`src/rtl/dsp_dtree_defs.sv`:
```
// rtl/dsp_dtree_defs.sv - shared encodings and field positions for the decision-tree equation
// Contents: FSM state encodings, control-word field positions, error class word,
//           input-register field positions.
package dsp_dtree_defs;

  typedef enum logic [3:0] {
    S_IDLE,
    S_RD_SPLIT,
    S_RD_CTRL,
    S_RD_SENSOR,
    S_COMPARE,
    S_ERR,
    S_WR_OUT,
    S_NEXT_SAMPLE,
    S_RESET_SPLIT,
    S_FINISH
  } dtree_state_e;

  typedef enum logic [1:0] {
    H_IDLE,
    H_REQ,
    H_WAIT
  } hs_state_e;

  // Control word fields
  localparam int F_DSP_DTREE_LEAF          = 31;
  localparam int F_DSP_DTREE_SENSOR_SEL_HI = 23;
  localparam int F_DSP_DTREE_SENSOR_SEL_LO = 16;
  localparam int F_DSP_DTREE_OUTPUT_HI     = 7;
  localparam int F_DSP_DTREE_OUTPUT_LO     = 0;

  // Class word written when a sample cannot be classified
  localparam logic [31:0] DSP_DTREE_ERR_CLASS = 32'hFFFF_FFFF;

  // Input register fields
  localparam int IN0_START          = 0;
  localparam int IN0_DATA_SIGNED    = 3;
  localparam int IN1_SPLIT_HI       = 7;
  localparam int IN1_SPLIT_LO       = 0;
  localparam int IN1_SENSOR_BASE_HI = 15;
  localparam int IN1_SENSOR_BASE_LO = 8;
  localparam int IN3_OUT_FILE_HI    = 7;
  localparam int IN3_OUT_FILE_LO    = 0;

endpackage

```
`src/rtl/dsp_file_req_handshake.sv`:
```
// rtl/dsp_file_req_handshake.sv - request/acknowledge sequencer for one file access
// Ports: wb_clk, wb_rst (sync, active-high); go (access wanted, level);
//        file_active (file op in progress); req (hold request until active);
//        capture_en (read data valid this cycle); done (one-cycle, access complete).
module dsp_file_req_handshake
  import dsp_dtree_defs::*;
(
  input  logic wb_clk,
  input  logic wb_rst,
  input  logic go,
  input  logic file_active,
  output logic req,
  output logic capture_en,
  output logic done
);

  hs_state_e state, state_nxt;

  always_ff @(posedge wb_clk) begin
    if (wb_rst) state <= H_IDLE;
    else        state <= state_nxt;
  end

  always_comb begin
    state_nxt  = state;
    req        = 1'b0;
    capture_en = 1'b0;
    done       = 1'b0;
    case (state)
      H_IDLE: if (go) state_nxt = H_REQ;
      H_REQ: begin
        req = 1'b1;
        if (file_active) state_nxt = H_WAIT;
      end
      H_WAIT: begin
        // Request is already dropped; the file keeps data valid while active.
        capture_en = file_active;
        if (!file_active) begin
          done      = 1'b1;
          state_nxt = H_IDLE;
        end
      end
      default: state_nxt = H_IDLE;
    endcase
  end

endmodule

```
`src/rtl/dsp_equation_dtree_multi.sv`:
```
// rtl/dsp_equation_dtree_multi.sv - multi-sample decision-tree classifier over DSP files
// Ports: wb_clk, wb_rst (sync, active-high); equation_enable; dsp_input0..3_reg (config);
//        file_* (shared file interface); equation_done/interrupt (one-cycle pulses);
//        error (sticky until next start); dsp_output0_reg (last class); dsp_output1_reg (count).
module dsp_equation_dtree_multi
  import dsp_dtree_defs::*;
#(
  parameter int DW          = 32,
  parameter int MAX_DEPTH   = 8,
  parameter int NUM_SENSORS = 4
) (
  input  logic          wb_clk,
  input  logic          wb_rst,
  input  logic          equation_enable,
  input  logic [DW-1:0] dsp_input0_reg,
  input  logic [DW-1:0] dsp_input1_reg,
  input  logic [DW-1:0] dsp_input2_reg,
  input  logic [DW-1:0] dsp_input3_reg,
  output logic [7:0]    file_num,
  output logic          file_read,
  output logic          file_write,
  output logic          file_reset,
  output logic [31:0]   file_rd_ptr_offset,
  output logic [31:0]   file_write_data,
  input  logic [31:0]   file_read_data,
  input  logic          file_active,
  output logic          equation_done,
  output logic          interrupt,
  output logic          error,
  output logic [31:0]   dsp_output0_reg,
  output logic [31:0]   dsp_output1_reg
);

  localparam int NODE_W  = $clog2(2 ** (MAX_DEPTH + 1));
  localparam int DEPTH_W = $clog2(MAX_DEPTH + 1);

  dtree_state_e state, state_nxt;

  logic [NODE_W-1:0]  node;
  logic [DEPTH_W-1:0] depth;
  logic [DW-1:0]      sample_idx;
  logic               armed;
  logic [31:0]        split_val, ctrl_word, sensor_val, wr_word;

  logic hs_go, hs_req, hs_cap, hs_done;

  dsp_file_req_handshake u_hs (
    .wb_clk      (wb_clk),
    .wb_rst      (wb_rst),
    .go          (hs_go),
    .file_active (file_active),
    .req         (hs_req),
    .capture_en  (hs_cap),
    .done        (hs_done)
  );

  logic       start_fire, data_signed, le, last_sample, is_leaf, bad_sel;
  logic [7:0] split_file, sensor_base, out_file, sensor_sel;
  logic [31:0] node_off;

  assign start_fire  = dsp_input0_reg[IN0_START] & equation_enable & armed;
  assign data_signed = dsp_input0_reg[IN0_DATA_SIGNED];
  assign split_file  = dsp_input1_reg[IN1_SPLIT_HI:IN1_SPLIT_LO];
  assign sensor_base = dsp_input1_reg[IN1_SENSOR_BASE_HI:IN1_SENSOR_BASE_LO];
  assign out_file    = dsp_input3_reg[IN3_OUT_FILE_HI:IN3_OUT_FILE_LO];
  assign sensor_sel  = ctrl_word[F_DSP_DTREE_SENSOR_SEL_HI:F_DSP_DTREE_SENSOR_SEL_LO];
  assign is_leaf     = ctrl_word[F_DSP_DTREE_LEAF];
  assign bad_sel     = {24'd0, sensor_sel} >= 32'(NUM_SENSORS);
  assign node_off    = (32'(node) - 32'd1) << 3;
  assign last_sample = !((sample_idx + DW'(1)) < dsp_input2_reg);
  assign le = data_signed ? ($signed(sensor_val) <= $signed(split_val)) : (sensor_val <= split_val);

  logic unused_bits;
  assign unused_bits = &{1'b0, sample_idx[DW-1:30], dsp_input0_reg[DW-1:4], dsp_input0_reg[2:1],
                         dsp_input1_reg[DW-1:16], dsp_input3_reg[DW-1:8],
                         ctrl_word[30:24], ctrl_word[15:8]};

  always_ff @(posedge wb_clk) begin
    if (wb_rst) state <= S_IDLE;
    else        state <= state_nxt;
  end

  always_comb begin
    state_nxt          = state;
    hs_go              = 1'b0;
    file_num           = 8'd0;
    file_read          = 1'b0;
    file_write         = 1'b0;
    file_reset         = 1'b0;
    file_rd_ptr_offset = 32'd0;
    file_write_data    = 32'd0;
    equation_done      = 1'b0;
    interrupt          = 1'b0;
    case (state)
      S_IDLE: if (start_fire) state_nxt = (dsp_input2_reg == '0) ? S_RESET_SPLIT : S_RD_SPLIT;
      S_RD_SPLIT: begin
        hs_go              = 1'b1;
        file_read          = hs_req;
        file_num           = split_file;
        file_rd_ptr_offset = node_off;
        if (hs_done) state_nxt = S_RD_CTRL;
      end
      S_RD_CTRL: begin
        hs_go              = 1'b1;
        file_read          = hs_req;
        file_num           = split_file;
        file_rd_ptr_offset = node_off + 32'd4;
        if (hs_done) begin
          if (is_leaf)      state_nxt = S_WR_OUT;
          else if (bad_sel) state_nxt = S_ERR;
          else              state_nxt = S_RD_SENSOR;
        end
      end
      S_RD_SENSOR: begin
        hs_go              = 1'b1;
        file_read          = hs_req;
        file_num           = sensor_base + sensor_sel;
        file_rd_ptr_offset = {sample_idx[29:0], 2'b00};
        if (hs_done) state_nxt = S_COMPARE;
      end
      // The compare that would take depth to MAX_DEPTH has no node left to visit.
      S_COMPARE: state_nxt = (depth == DEPTH_W'(MAX_DEPTH - 1)) ? S_ERR : S_RD_SPLIT;
      S_ERR: state_nxt = S_WR_OUT;
      S_WR_OUT: begin
        hs_go           = 1'b1;
        file_write      = hs_req;
        file_num        = out_file;
        file_write_data = wr_word;
        if (hs_done) state_nxt = S_NEXT_SAMPLE;
      end
      S_NEXT_SAMPLE: state_nxt = last_sample ? S_RESET_SPLIT : S_RD_SPLIT;
      S_RESET_SPLIT: begin
        hs_go      = 1'b1;
        file_reset = hs_req;
        file_num   = split_file;
        if (hs_done) state_nxt = S_FINISH;
      end
      S_FINISH: begin
        equation_done = 1'b1;
        interrupt     = 1'b1;
        state_nxt     = S_IDLE;
      end
      default: state_nxt = S_IDLE;
    endcase
  end

  always_ff @(posedge wb_clk) begin
    if (wb_rst) begin
      node            <= NODE_W'(1);
      depth           <= '0;
      sample_idx      <= '0;
      armed           <= 1'b1;
      split_val       <= 32'd0;
      ctrl_word       <= 32'd0;
      sensor_val      <= 32'd0;
      wr_word         <= 32'd0;
      error           <= 1'b0;
      dsp_output0_reg <= 32'd0;
      dsp_output1_reg <= 32'd0;
    end else begin
      case (state)
        S_IDLE: begin
          // Re-arm only after start is seen low so a held start cannot retrigger.
          if (start_fire) begin
            armed           <= 1'b0;
            error           <= 1'b0;
            dsp_output1_reg <= 32'd0;
            node            <= NODE_W'(1);
            depth           <= '0;
            sample_idx      <= '0;
          end else if (!dsp_input0_reg[IN0_START]) begin
            armed <= 1'b1;
          end
        end
        S_RD_SPLIT:  if (hs_cap) split_val <= file_read_data;
        S_RD_CTRL: begin
          if (hs_cap)  ctrl_word <= file_read_data;
          if (hs_done) wr_word   <= {24'd0, ctrl_word[F_DSP_DTREE_OUTPUT_HI:F_DSP_DTREE_OUTPUT_LO]};
        end
        S_RD_SENSOR: if (hs_cap) sensor_val <= file_read_data;
        S_COMPARE: begin
          node  <= {node[NODE_W-2:0], ~le};
          depth <= depth + 1'b1;
        end
        S_ERR: begin
          error   <= 1'b1;
          wr_word <= DSP_DTREE_ERR_CLASS;
        end
        S_WR_OUT: if (hs_done) begin
          dsp_output0_reg <= wr_word;
          dsp_output1_reg <= dsp_output1_reg + 32'd1;
        end
        S_NEXT_SAMPLE: if (!last_sample) begin
          sample_idx <= sample_idx + DW'(1);
          node       <= NODE_W'(1);
          depth      <= '0;
        end
        default: ;
      endcase
    end
  end

endmodule

```
`config.mk`:
```
export PLATFORM = sky130hd
export DESIGN_NAME = dsp_equation_dtree_multi
export DESIGN_NICKNAME = d
export VERILOG_FILES = /design/src/rtl/dsp_dtree_defs.sv /design/src/rtl/dsp_file_req_handshake.sv /design/src/rtl/dsp_equation_dtree_multi.sv
export SDC_FILE = /design/constraint.sdc
export NUM_CORES = 1
export LEC_CHECK = 0
export CORE_MARGIN = 2
export CORE_UTILIZATION = 35
export CTS_CLUSTER_SIZE = 16
export DETAILED_ROUTE_END_ITERATION = 12
export PLACE_DENSITY_LB_ADDON = 0.15
export SYNTH_ARGS = -nofsm -noshare
export SYNTH_HDL_FRONTEND = slang
export SYNTH_SLANG_ARGS = --single-unit
```
`constraint.sdc`:
```
create_clock -name wb_clk -period 11.9 [get_ports wb_clk]
set_input_delay 2.38 -clock wb_clk [delete_from_list [all_inputs] [get_ports wb_clk]]
set_output_delay 2.38 -clock wb_clk [all_outputs]
set_load 0.01 [all_outputs]
```
==> impl_metrics.csv <==
group,metric,value,unit
cells_and_area,final_nets,1795,
floorplan,io_pins,306,
synthesis,synth_cell_types,77,
timing,finClkSkew,0.0204,ns
cells_and_area,final_cell_mix,"nand2_1, clkdlybuf4s50_1, dfxtp_1, a21oi_1, inv_1",
clock_tree,htree_levels,4,
clock_tree,cts_buffers,17,
floorplan,start_util,0.354,
synthesis,synth_edf_count,0,
placed_design,port_buffers,233,
critical_path,worstPathRequired,9.52,ns
cells_and_area,antenna_cells,0,
power_and_ir_drop,p_leak,5.05,nW
detailed_routing,final_antenna_net_count,0,
worst_hold_path,hp-start,"error$_SDFFE_PP0P_",
synthesis,yosysSeqAreaShare,0.342,
floorplan,dieArea,32200,sq um
flow_run,maxCapViolCount,0,
timing,fin_tns_setup,0,ns
global_routing,grt_pass1_wl,49.9,mm
timing,rsz0062_at_grt,"no",
clock_tree,cts_root_buf,"clkbuf_16",
clock_tree,cts_tree,"done",
detailed_routing,dr_total_vias,10023,
power_and_ir_drop,powerDensity,98.1,nW/um^2
power_and_ir_drop,pwr-share-comb,0.082,
critical_path,critPathMaxFanout,2,
synthesis,synth_area,10800,sq um
global_routing,grt_max_degree,64,
synthesis,syn_area_per_cell,7.57,sq um
critical_path,worstPathCellList,"clkdlybuf4s50_1, ha_1, fa_1, a21oi_1, nor2_1, nor2_1, o21bai_1, a21oi_1, xor2_1, o21ai_0, clkdlybuf4s50_1",
clock_tree,cts.repair.resized,0,
critical_path,worstSetupPathDepth,11,
power_and_ir_drop,swShare,0.259,
power_and_ir_drop,intPower,992,uW
critical_path,critPathMaxStageDelay,0.58,ns
synthesis,synth-async-reset-ratio,0,
worst_hold_path,hold_path.class,"reg2reg",
worst_hold_path,min_path_cells,2,
detailed_routing,wl_met2,14.8,mm
cells_and_area,fillerInstances,3115,
detailed_routing,highest_layer,"met4",
outcome,status,"finished clean",
clock_tree,holdBufCountCts,0,
synthesis,synthFlopType,"dfxtp_1",
placed_design,hpwl,22.6,mm
detailed_routing,drt-met1-wl,14.7,mm
critical_path,end_kind,"output port",
synthesis,synthCells,1424,
floorplan,die_y,180,um
cells_and_area,final_area,13600,sq um
timing,min_period_over_period,0.629,
cells_and_area,layout-drive-gt1-share,0.0453,
detailed_routing,routed_wl,31.3,mm
detailed_routing,first_pass_iters,5,
power_and_ir_drop,fin_total_pwr,1.34,mW
global_routing,antenna_found_initial,0,
clock_tree,cts.sinks,184,
critical_path,arrival,5.10,ns
placed_design,place_area,13000,sq um
clock_tree,clkTransAtPathRegs,0.07,ns
timing,max-slew-margin-rel,0.275,
timing,worstMarginPinSlew,1.08,ns
timing,final.min_clock_period,7.48,ns
timing,whs,0.456,ns
critical_path,cp_top_family,"buffers and inverters",
timing,hold_viol_final,0,
global_routing,grt_overflow,0,
placed_design,placedCellCount,1933,
floorplan,rows,64,
critical_path,reg2reg_from,"sample_idx[0]$_SDFFE_PP0P_",
floorplan,fp.dieW,180,um
critical_path,cpMaxStageDelayCell,"clkdlybuf4s50_1",
timing,drv_slew,0,
detailed_routing,drt_iter0_drc,576,
critical_path,rr_worst_depth,15,
cells_and_area,mostFrequentLayoutCell,"nand2_1",
power_and_ir_drop,ir_drop,0.0000609,V
cells_and_area,area_growth,26.6,%
critical_path,cp-start-kind,"input pin",
global_routing,track_usage,0.190,
detailed_routing,wl_per_cell,15.9,um
critical_path,critPathKind,"in2out",
floorplan,coreArea,30400,sq um
clock_tree,clock_latency,0.44,ns
synthesis,ys_seq_elements,184,
power_and_ir_drop,p_sw,347,uW
detailed_routing,wl_met3,1.21,mm
power_and_ir_drop,p_clk_frac,0.455,
placed_design,gp_congestion,0.812,
detailed_routing,viasPerCell,5.10,
timing,fmax,134,MHz
critical_path,cp-startpoint,"dsp_input1_reg[8]",
clock_tree,cts_buffer_depth,2,
power_and_ir_drop,sequentialPowerShare,0.464,
critical_path,critPathBufInv,2,
global_routing,grt_pass1_vias,9433,
detailed_routing,post-route-drc-count,0,
cells_and_area,final_cells,1965,
timing,finalSetupViolCount,0,
synthesis,yosysWarnings,0,
clock_tree,post-cts-setup-buffers,0,
==> path summary, 6_finish.rpt <==
path	end	slack [ns]
setup / recovery	file_num[6]	4.42
hold / removal	error$_SDFFE_PP0P_	0.46
setup reg to reg	sample_idx[13]$_SDFFE_PP0P_	6.97
hold reg to reg	error$_SDFFE_PP0P_	0.46
==> metrics by stage <==
step / setup WS, ns / utilization
floorplan: 5.64 / -
global placement: 4.44 / 0.428
detailed placement: 4.43 / 0.428
CTS: 4.42 / 0.448
global route: 4.26 / 0.448
finish: 4.42 / 0.448
==> layer usage <==
layer / vias to the layer above / track usage
met5: - / 0
met4: 0 / 0.0553
met3: 29 / 0.0302
met2: 223 / 0.324
met1: 4667 / 0.248
li1: 5104 / -
==> final cells by class <==
type / count / area, sq um / share of cell area
sequential: 184 / 3680 / 0.270
clock buffer: 17 / 425 / 0.0312
inverter: 84 / 315 / 0.0231
clock inverter: 15 / 199 / 0.0146
multi-input combinational: 1027 / 6130 / 0.449
tap: 396 / 495 / 0.0363
timing repair buffer: 242 / 2400 / 0.176
==> kinds of logic (layout without fill, tap and decap cells) <==
| kind of cell | after synthesis | in the layout | share of synthesized area |
|---|---|---|---|
| muxes | 2 | 2 | 0.00186 |
| AOI/OAI and AO/OA | 321 | 321 | 0.177 |
| DFF | 184 | 184 | 0.342 |
| other | 1 | 2 | 0.000348 |
| xor gates and xnor gates | 60 | 60 | 0.0487 |
| and+or+nand+nor | 567 | 567 | 0.250 |
| buffers and inverters | 214 | 358 | 0.0928 |
| adders and majority gates | 75 | 75 | 0.0877 |
==> power groups by stage <==
| stage | Clock [mW] | Combinational, mW | Sequential [mW] |
|---|---|---|---|
| floorplan | 0 | 0.0497 | 0.633 |
| global placement | 0 | 0.109 | 0.635 |
| detailed placement | 0 | 0.110 | 0.635 |
| CTS | 0.626 | 0.110 | 0.621 |
| global route | 0.650 | 0.119 | 0.622 |
| finish | 0.609 | 0.109 | 0.621 |
==> cells in the mapped netlist, drive strengths merged, types with 2 or more instances <==
cell type / number / area share
a211oi: 4 / 0.0032
a21o: 24 / 0.017
a21oi: 173 / 0.081
a221oi: 5 / 0.0041
a222oi: 3 / 0.0028
a22oi: 15 / 0.010
a311oi: 3 / 0.0024
a31oi: 15 / 0.0087
and2: 13 / 0.0078
and3: 14 / 0.0081
and4: 5 / 0.0041
buf: 65 / 0.041
clkbuf: 65 / 0.023
dfxtp: 184 / 0.34
ha: 74 / 0.086
inv: 84 / 0.029
mux2i: 2 / 0.0019
nand2: 289 / 0.10
nand2b: 6 / 0.0035
nand3: 45 / 0.021
nand3b: 6 / 0.0042
nand4: 23 / 0.015
nor2: 80 / 0.029
nor2b: 2 / 0.0012
nor3: 22 / 0.012
nor3b: 5 / 0.0044
nor4: 19 / 0.014
o211ai: 7 / 0.0053
o21a: 7 / 0.0049
o21ai: 43 / 0.020
o21bai: 2 / 0.0014
o22a: 2 / 0.0016
o22ai: 2 / 0.0012
o311ai: 3 / 0.0031
o31a: 2 / 0.0016
o31ai: 2 / 0.0014
or2: 5 / 0.0029
or3: 23 / 0.014
or4: 5 / 0.0035
xnor2: 37 / 0.030
xor2: 23 / 0.019
==> worst min-delay path: stages, from the launching register on <==
cell and delay (ns):
dfxtp_1 0.31, nand2_1 0.05, a21oi_1 0.05
No activity file was read; power rests on OpenSTA's default activity.
